File: config.mk
export PLATFORM = sky130hd
export DESIGN_NAME = cdb_arbiter
export DESIGN_NICKNAME = d
export VERILOG_FILES = /design/src/rtl/cdb_arbiter.sv
export SDC_FILE = /design/constraint.sdc
export NUM_CORES = 1
export LEC_CHECK = 0
export CORE_UTILIZATION = 44
export CTS_CLUSTER_DIAMETER = 30
export DETAILED_ROUTE_END_ITERATION = 7
export PLACE_DENSITY = 0.8
export SKIP_CTS_REPAIR_TIMING = 1
export SYNTH_ARGS = -nofsm -noshare
export SYNTH_HDL_FRONTEND = slang
export SYNTH_SLANG_ARGS = --single-unit
File: constraint.sdc
create_clock -name i_clk -period 3.18 [get_ports i_clk]
set_input_delay 0.954 -clock i_clk [delete_from_list [all_inputs] [get_ports i_clk]]
set_output_delay 0.954 -clock i_clk [all_outputs]
set_load 0.02 [all_outputs]
File: src/rtl/cdb_arbiter.sv
// Round-robin arbiter for the Tomasulo common data bus.
// One combinational grant per cycle; the winner is broadcast from a register.
module cdb_arbiter #(
  parameter int NREQ  = 4,
  parameter int TAGW  = 3,
  parameter int DATAW = 16
) (
  input  logic                  i_clk,
  input  logic                  i_rst,
  input  logic                  i_stall,
  input  logic [NREQ-1:0]       i_req,
  input  logic [NREQ*TAGW-1:0]  i_req_tag,
  input  logic [NREQ*DATAW-1:0] i_req_data,
  output logic [NREQ-1:0]       o_grant,
  output logic                  o_cdb_valid,
  output logic [TAGW-1:0]       o_cdb_tag,
  output logic [DATAW-1:0]      o_cdb_data,
  output logic [15:0]           o_bcast_count
);

  localparam int PW = (NREQ > 1) ? $clog2(NREQ) : 1;

  logic [PW-1:0]    r_ptr;
  logic             r_cdb_valid;
  logic [TAGW-1:0]  r_cdb_tag;
  logic [DATAW-1:0] r_cdb_data;
  logic [15:0]      r_bcast_count;

  logic [TAGW-1:0]  w_tags  [NREQ];
  logic [DATAW-1:0] w_datas [NREQ];
  logic [NREQ-1:0]  w_grant;
  logic [PW-1:0]    w_next_ptr;
  logic [PW-1:0]    w_idx;
  logic [PW:0]      w_sum;
  logic [TAGW-1:0]  w_tag;
  logic [DATAW-1:0] w_data;
  logic             w_any;

  for (genvar g = 0; g < NREQ; g++) begin : g_unpack
    assign w_tags[g]  = i_req_tag[g*TAGW +: TAGW];
    assign w_datas[g] = i_req_data[g*DATAW +: DATAW];
  end

  // Scan from the pointer, wrapping modulo NREQ; first asserted wins.
  always_comb begin
    w_grant    = '0;
    w_next_ptr = r_ptr;
    w_tag      = '0;
    w_data     = '0;
    w_any      = 1'b0;
    w_idx      = '0;
    w_sum      = '0;
    for (int k = 0; k < NREQ; k++) begin
      w_sum = {1'b0, r_ptr} + (PW+1)'(k);
      if (w_sum >= (PW+1)'(NREQ)) begin
        w_sum = w_sum - (PW+1)'(NREQ);
      end
      w_idx = w_sum[PW-1:0];
      if (!i_rst && !i_stall && !w_any && i_req[w_idx]) begin
        w_any          = 1'b1;
        w_grant[w_idx] = 1'b1;
        w_tag          = w_tags[w_idx];
        w_data         = w_datas[w_idx];
        if (w_idx == PW'(NREQ-1)) begin
          w_next_ptr = '0;
        end else begin
          w_next_ptr = w_idx + PW'(1);
        end
      end
    end
  end

  always_ff @(posedge i_clk or posedge i_rst) begin
    if (i_rst) begin
      r_ptr         <= '0;
      r_cdb_valid   <= 1'b0;
      r_cdb_tag     <= '0;
      r_cdb_data    <= '0;
      r_bcast_count <= '0;
    end else if (w_any) begin
      r_ptr         <= w_next_ptr;
      r_cdb_valid   <= 1'b1;
      r_cdb_tag     <= w_tag;
      r_cdb_data    <= w_data;
      r_bcast_count <= r_bcast_count + 16'd1;
    end else begin
      r_cdb_valid   <= 1'b0;
    end
  end

  assign o_grant       = w_grant;
  assign o_cdb_valid   = r_cdb_valid;
  assign o_cdb_tag     = r_cdb_tag;
  assign o_cdb_data    = r_cdb_data;
  assign o_bcast_count = r_bcast_count;

endmodule

Word level (Yosys, flattened, before mapping). Index checks and enable logic that the tools add are counted.

Add/subtract/negate cells: 12. $lt $le $gt $ge: 16. Equality and inequality tests: 4. Muxes and demuxes: 69. Bitwise gates (word level): 7. Reduce and logical (&&, ||, !) cells: 19.

Operators with widths (count): $mux 16 (12); $bmux 16 s2 (4); $mux 3 (12); $bmux 3 s2 (4); $mux 2 (12); $ge 3x3->1 const B (7); $add 16x1->16 const B (1); $mux 4 (4); $mux 1 (13); $logic_and 1x1->1 (12); $lt 2x3->1 const B (4); $not 2->3 (4); $or 4x4->4 (3); $add 2x1->2 const B (4); $bmux 1 s2 (4); $demux 1 s2 (4); $eq 2x2->1 const B (4); $ge 2x1->1 const B (4); $sub 2x1->2 const B (4); $add 2x2->3 const B (2); $logic_not 1->1 (5); $reduce_bool 4->1 (1); $add 2x1->3 const B (1); $ge 2x3->1 const B (1); $reduce_and 2->1 (1).

Register bits: 38. Bits of input ports: 83. Output and inout bits: 40. Word-level logic and storage cells: 132.

Logic depth before layout (Yosys ltp).
Word-level depth: 19. Depth in mapped cells: 10. Gate-level depth less buffers: 7.

Least setup slack after synthesis. Ideal clock, no wire load.

Path type: input port to output port. Start: input port i_req[0]. End: output port o_grant[1]. Arrival: 2.435 ns. Data required time: 2.226 ns. Slack: -0.209 ns. Cell stages on the path: 6. Path buffers: 1. Path through: clkbuf_1 > nand2b_1 > mux4_2 > nor2_4 > a222oi_1 > a21oi_1.

Cells in the longest elaborated chain, start to end: 16.

RTL lines: start, declared (RTL line 11) `input logic [NREQ-1:0] i_req,`; $bmux 1 s2 (RTL line 59) `if (!i_rst && !i_stall && !w_any && i_req[w_idx]) begin`; $mux 1 (implied by the code) (RTL line 59); $logic_and 1x1->1 (RTL line 59); $mux 1 (RTL line 59); $logic_not 1->1 (RTL line 59); $logic_and 1x1->1 (2 in a row) (RTL line 59); $mux 1 (RTL line 59); $logic_not 1->1 (RTL line 59); $logic_and 1x1->1 (2 in a row) (RTL line 59); $mux 1 (RTL line 59); $logic_not 1->1 (RTL line 59); $logic_and 1x1->1 (2 in a row) (RTL line 59); $mux 4 * (RTL line 59); end, declared (RTL line 14) `output logic [NREQ-1:0] o_grant,`.

Every way passes the cells marked *; elsewhere a longest branch is shown, timed or not. The select of a mux whose other input is x is not followed.

Worst setup path after layout.
Start: input port i_req[0]. End: output port o_grant[3].

The elaborated chain is that of the path after synthesis.

==> out/results.ini <==
[logic_synthesis]
dominant_combinational_cell_family_by_area_after_synthesis = multiplexers
syn-mean-instance-area_um2 = 11.6
yosys-mux-area-fraction_pct = 43.5
synth.yosys.seq_area_share_pct = 23.0
synthXorXnorAreaFrac_pct = 3.39
synth_compound_gate_area_share_pct = 14.1
synth_simple_gate_area_share_pct = 9.99
post-synth-top-area-fraction_pct = 40.9
postSynthNetCount = 445
synth_edf_count = 0
count_of_state_elements_after_synthesis = 38
postSynth.asyncResetShare_pct = 100
synthesized_area_um2 = 4130
synthAdderAreaFrac_pct = 1.51
synth_warnings = 0
yosys-top-cells-area = sky130_fd_sc_hd__mux4_2, sky130_fd_sc_hd__dfrtp_1, sky130_fd_sc_hd__a21oi_1
yosys.area.top_type = sky130_fd_sc_hd__mux4_2
synth_top_flop_cell = sky130_fd_sc_hd__dfrtp_1
yosys.cell_types.count = 44
synthesis.instances = 357

[route]
detail_route.vias_per_cell = 6.64
postRouteAntennaNets = 0
routedWlPerCell_um = 20.1
drc_errors = 0
wirelength_um = 12000
vias = 3959
dr.first_iter.drc_count = 400
detailed_router_iteration_count_before_antenna_repair = 6

[die]
die_x_um = 98.9
die_area_um2 = 9780
start_util_pct = 46.5
num_io_pins = 123
dieHeight_um = 98.9
core-area_um2 = 8890
number_of_standard_cell_rows_in_the_floorplan = 34

[global_routing]
grtUsageTotal_pct = 25.0
grt_antenna_before_repair = 0
largest_net_degree_at_the_start_of_global_routing = 53
grt_pass1_vias = 3966
grt_first_pass_wirelength_um = 19400
grt.overflow.total = 0

[critical_path]
critical_path.cell_chain = buf_6 > buf_6 > nor2b_1 > mux4_2 > a22o_1 > a21oi_2 > nor2_2 > buf_6
timing.critical_path.slowest_stage_cell = sky130_fd_sc_hd__mux4_2
required_time_worst_endpoint_ns = 2.23
worst-path-stages = 8
r2r-start = r_ptr[0]
cp_data_arrival_time_ns = 2.37
worstSetupStartpoint = i_req[0]
worstReg2RegEnd = o_cdb_data[1]
worst-r2r-cell-count = 6
crit_path_start_kind = input pin
critical_path.most_common_cell = sky130_fd_sc_hd__buf_6
cpLargestDelayFamily = multiplexers
crit_type = input pin to output port
worst-path-buf-inv = 3
r2r_setup_slack_ns = 0.35
critical_path.endpoint = o_grant[3]
cp-end-kind = output port
path_max_fanout = 8
delay_contributed_by_the_slowest_stage_of_the_critical_path_ns = 0.45

[pwr]
p_int_mw = 2.93
power_leakage_nw = 2.14
p_sw_share_pct = 41.6
max-vdd-ir-drop_mv = 0.597
switching_power_mw = 2.09
pwr-share-clk_pct = 8.4
total_power_mw = 5.02
sequentialPowerShare_pct = 15.7
pwr-share-comb_pct = 75.9
pwr_density_cell_nw_per_um2 = 866

[placed_design]
post-dp-hpwl_um = 8800
placed_cells_incl_taps = 589
place_worst_setup_slack_ns = -1.15
portBuffers = 122
dpl-instance-area_um2 = 5660
finalWeightedCongestion = 0.844

[timing]
timing.clock.skew_ns = 0.00754
post-route-period-util_pct = 104
timing.setup.tns_ns = -0.388
rsz0062_at_grt = true
final-hold-violation-count = 0
timing.max_slew.rel_slack_pct = 60.5
layout_min_cycle_time_ns = 3.32
slew_viol_final = 0
final_setup_fails = 4
finalWorstSetupSlack_ns = -0.141
max_clock_freq_mhz = 301
hold_slack_ns = 0.477
worst_slew_pin_slew_ns = 0.593

[worst_hold_path]
worst_hold_path_type = flop to flop

[clock_network]
cts.path.max_buffers = 2
cts-root-buf = sky130_fd_sc_hd__clkbuf_8
htreeDepth = 2
cts.sink_count = 38
clkLatencyLatePin_ns = 0.28
cts.reportedPaths.clkPinSlew_ns = 0.08
number_of_buffers_inserted_during_clock_tree_synthesis = 5
cts_tree = done

[outcome]
failed_checks = negative setup slack
status = finished with violations

[finish]
instances_no_fill = 596
nets = 576
drive_above_1_share_pct = 29.9
antennaDiodeCount = 0
final_core_utilization_pct = 65.2
post-route-cell-area_um2 = 5800
area_growth_synth_to_finish_pct = 40.4

[job]
drv_cap = 0

==> registers in the layout, indices dropped and copies added (netlist names) <==
signal,flops
o_bcast_count,16
r_ptr,2
o_cdb_valid,1
o_cdb_tag,3
o_cdb_data,16
==> power by group through the flow <==
stage               registers (mW)  logic [mW]  clock network [mW]
global route                 0.809        4.07               0.447
detailed placement           0.793        3.78                   0
CTS                          0.785        3.79               0.426
floorplan                    0.951        2.57                   0
finish                       0.788        3.81               0.421
global placement             0.787        3.67                   0
==> cell usage in the layout (no fill, tap or decap), types with 10 or more instances in the layout <==
cell type,synthesis,routed
sky130_fd_sc_hd__nand2_1,24,24
sky130_fd_sc_hd__mux4_2,75,75
sky130_fd_sc_hd__buf_4,5,34
sky130_fd_sc_hd__a21oi_1,41,36
sky130_fd_sc_hd__nor2_1,28,27
sky130_fd_sc_hd__dfrtp_1,38,36
sky130_fd_sc_hd__clkdlybuf4s50_1,0,114
sky130_fd_sc_hd__xnor2_1,11,11
sky130_fd_sc_hd__buf_6,0,10
sky130_fd_sc_hd__a222oi_1,17,17
==> cell families after synthesis <==
group | after synthesis
muxes | 85
buffers and inverters | 40
and+or+nand+nor | 86
AOI/OAI and AO/OA | 87
adders and majority gates | 5
xor gates and xnor gates | 16
DFF | 38
==> worst min-delay path by stage <==
| stage | cells after the start | from | to | slack (ns) |
|---|---|---|---|---|
| 2_1_floorplan | 1 | o_bcast_count[15] | o_bcast_count[15] | 0.58 |
| 3_3_place_gp | 1 | o_bcast_count[15] | o_bcast_count[15] | 0.46 |
| 3_5_place_dp | 1 | o_bcast_count[15] | o_bcast_count[15] | 0.47 |
| 4_1_cts | 1 | o_bcast_count[15] | o_bcast_count[15] | 0.48 |
| 5_1_grt | 1 | o_bcast_count[8] | o_bcast_count[8] | 0.51 |
| 6_report | 1 | o_bcast_count[15] | o_bcast_count[15] | 0.48 |
==> layout make-up <==
class,instances,area (µm²)
clock buffer,6,82.6
multi-input combinational,279,3050
timing repair buffer,159,1530
tap,108,135
fill,684,3090
inverter,5,21.3
sequential,38,956
clock inverter,1,30.0
==> metal layers <==
metal  share of wire (%)  track usage, %  vias up
li1                    -               -     1733
met2                  52            44.5      237
met3                 8.0            3.62        8
met1                  39            32.0     1981
met5                   0               0        -
met4                0.73            6.43        0
==> worst register-to-register path, cell delays in order, from the launching register on <==
cell and delay, ns:
sky130_fd_sc_hd__dfrtp_4 0.43, sky130_fd_sc_hd__buf_4 0.16, sky130_fd_sc_hd__buf_4 0.42, sky130_fd_sc_hd__buf_6 0.57, sky130_fd_sc_hd__mux4_2 0.59, sky130_fd_sc_hd__a222oi_1 0.40
sky130_fd_sc_hd__a21oi_1 0.13
==> synth_stat cells, types with 2 or more instances <==
| master | count |
|---|---|
| sky130_fd_sc_hd__nand4_1 | 2 |
| sky130_fd_sc_hd__a221oi_1 | 6 |
| sky130_fd_sc_hd__buf_1 | 3 |
| sky130_fd_sc_hd__xnor2_1 | 11 |
| sky130_fd_sc_hd__mux2_1 | 5 |
| sky130_fd_sc_hd__o21ai_0 | 8 |
| sky130_fd_sc_hd__a21oi_1 | 41 |
| sky130_fd_sc_hd__nor2_1 | 28 |
| sky130_fd_sc_hd__inv_1 | 2 |
| sky130_fd_sc_hd__nand2b_1 | 5 |
| sky130_fd_sc_hd__a22o_1 | 2 |
| sky130_fd_sc_hd__buf_4 | 5 |
| sky130_fd_sc_hd__o221ai_1 | 3 |
| sky130_fd_sc_hd__buf_2 | 13 |
| sky130_fd_sc_hd__nor2b_1 | 6 |
| sky130_fd_sc_hd__dfrtp_1 | 38 |
| sky130_fd_sc_hd__and2_1 | 2 |
| sky130_fd_sc_hd__mux2i_1 | 4 |
| sky130_fd_sc_hd__mux4_2 | 75 |
| sky130_fd_sc_hd__nand2_1 | 24 |
| sky130_fd_sc_hd__clkbuf_1 | 14 |
| sky130_fd_sc_hd__nor3b_1 | 2 |
| sky130_fd_sc_hd__ha_1 | 5 |
| sky130_fd_sc_hd__nor3_1 | 2 |
| sky130_fd_sc_hd__a211oi_1 | 2 |
| sky130_fd_sc_hd__xor2_1 | 5 |
| sky130_fd_sc_hd__inv_2 | 3 |
| sky130_fd_sc_hd__nand3_1 | 7 |
| sky130_fd_sc_hd__a222oi_1 | 17 |
| sky130_fd_sc_hd__o21ai_1 | 3 |
No activity file was read; power rests on OpenSTA's default activity.
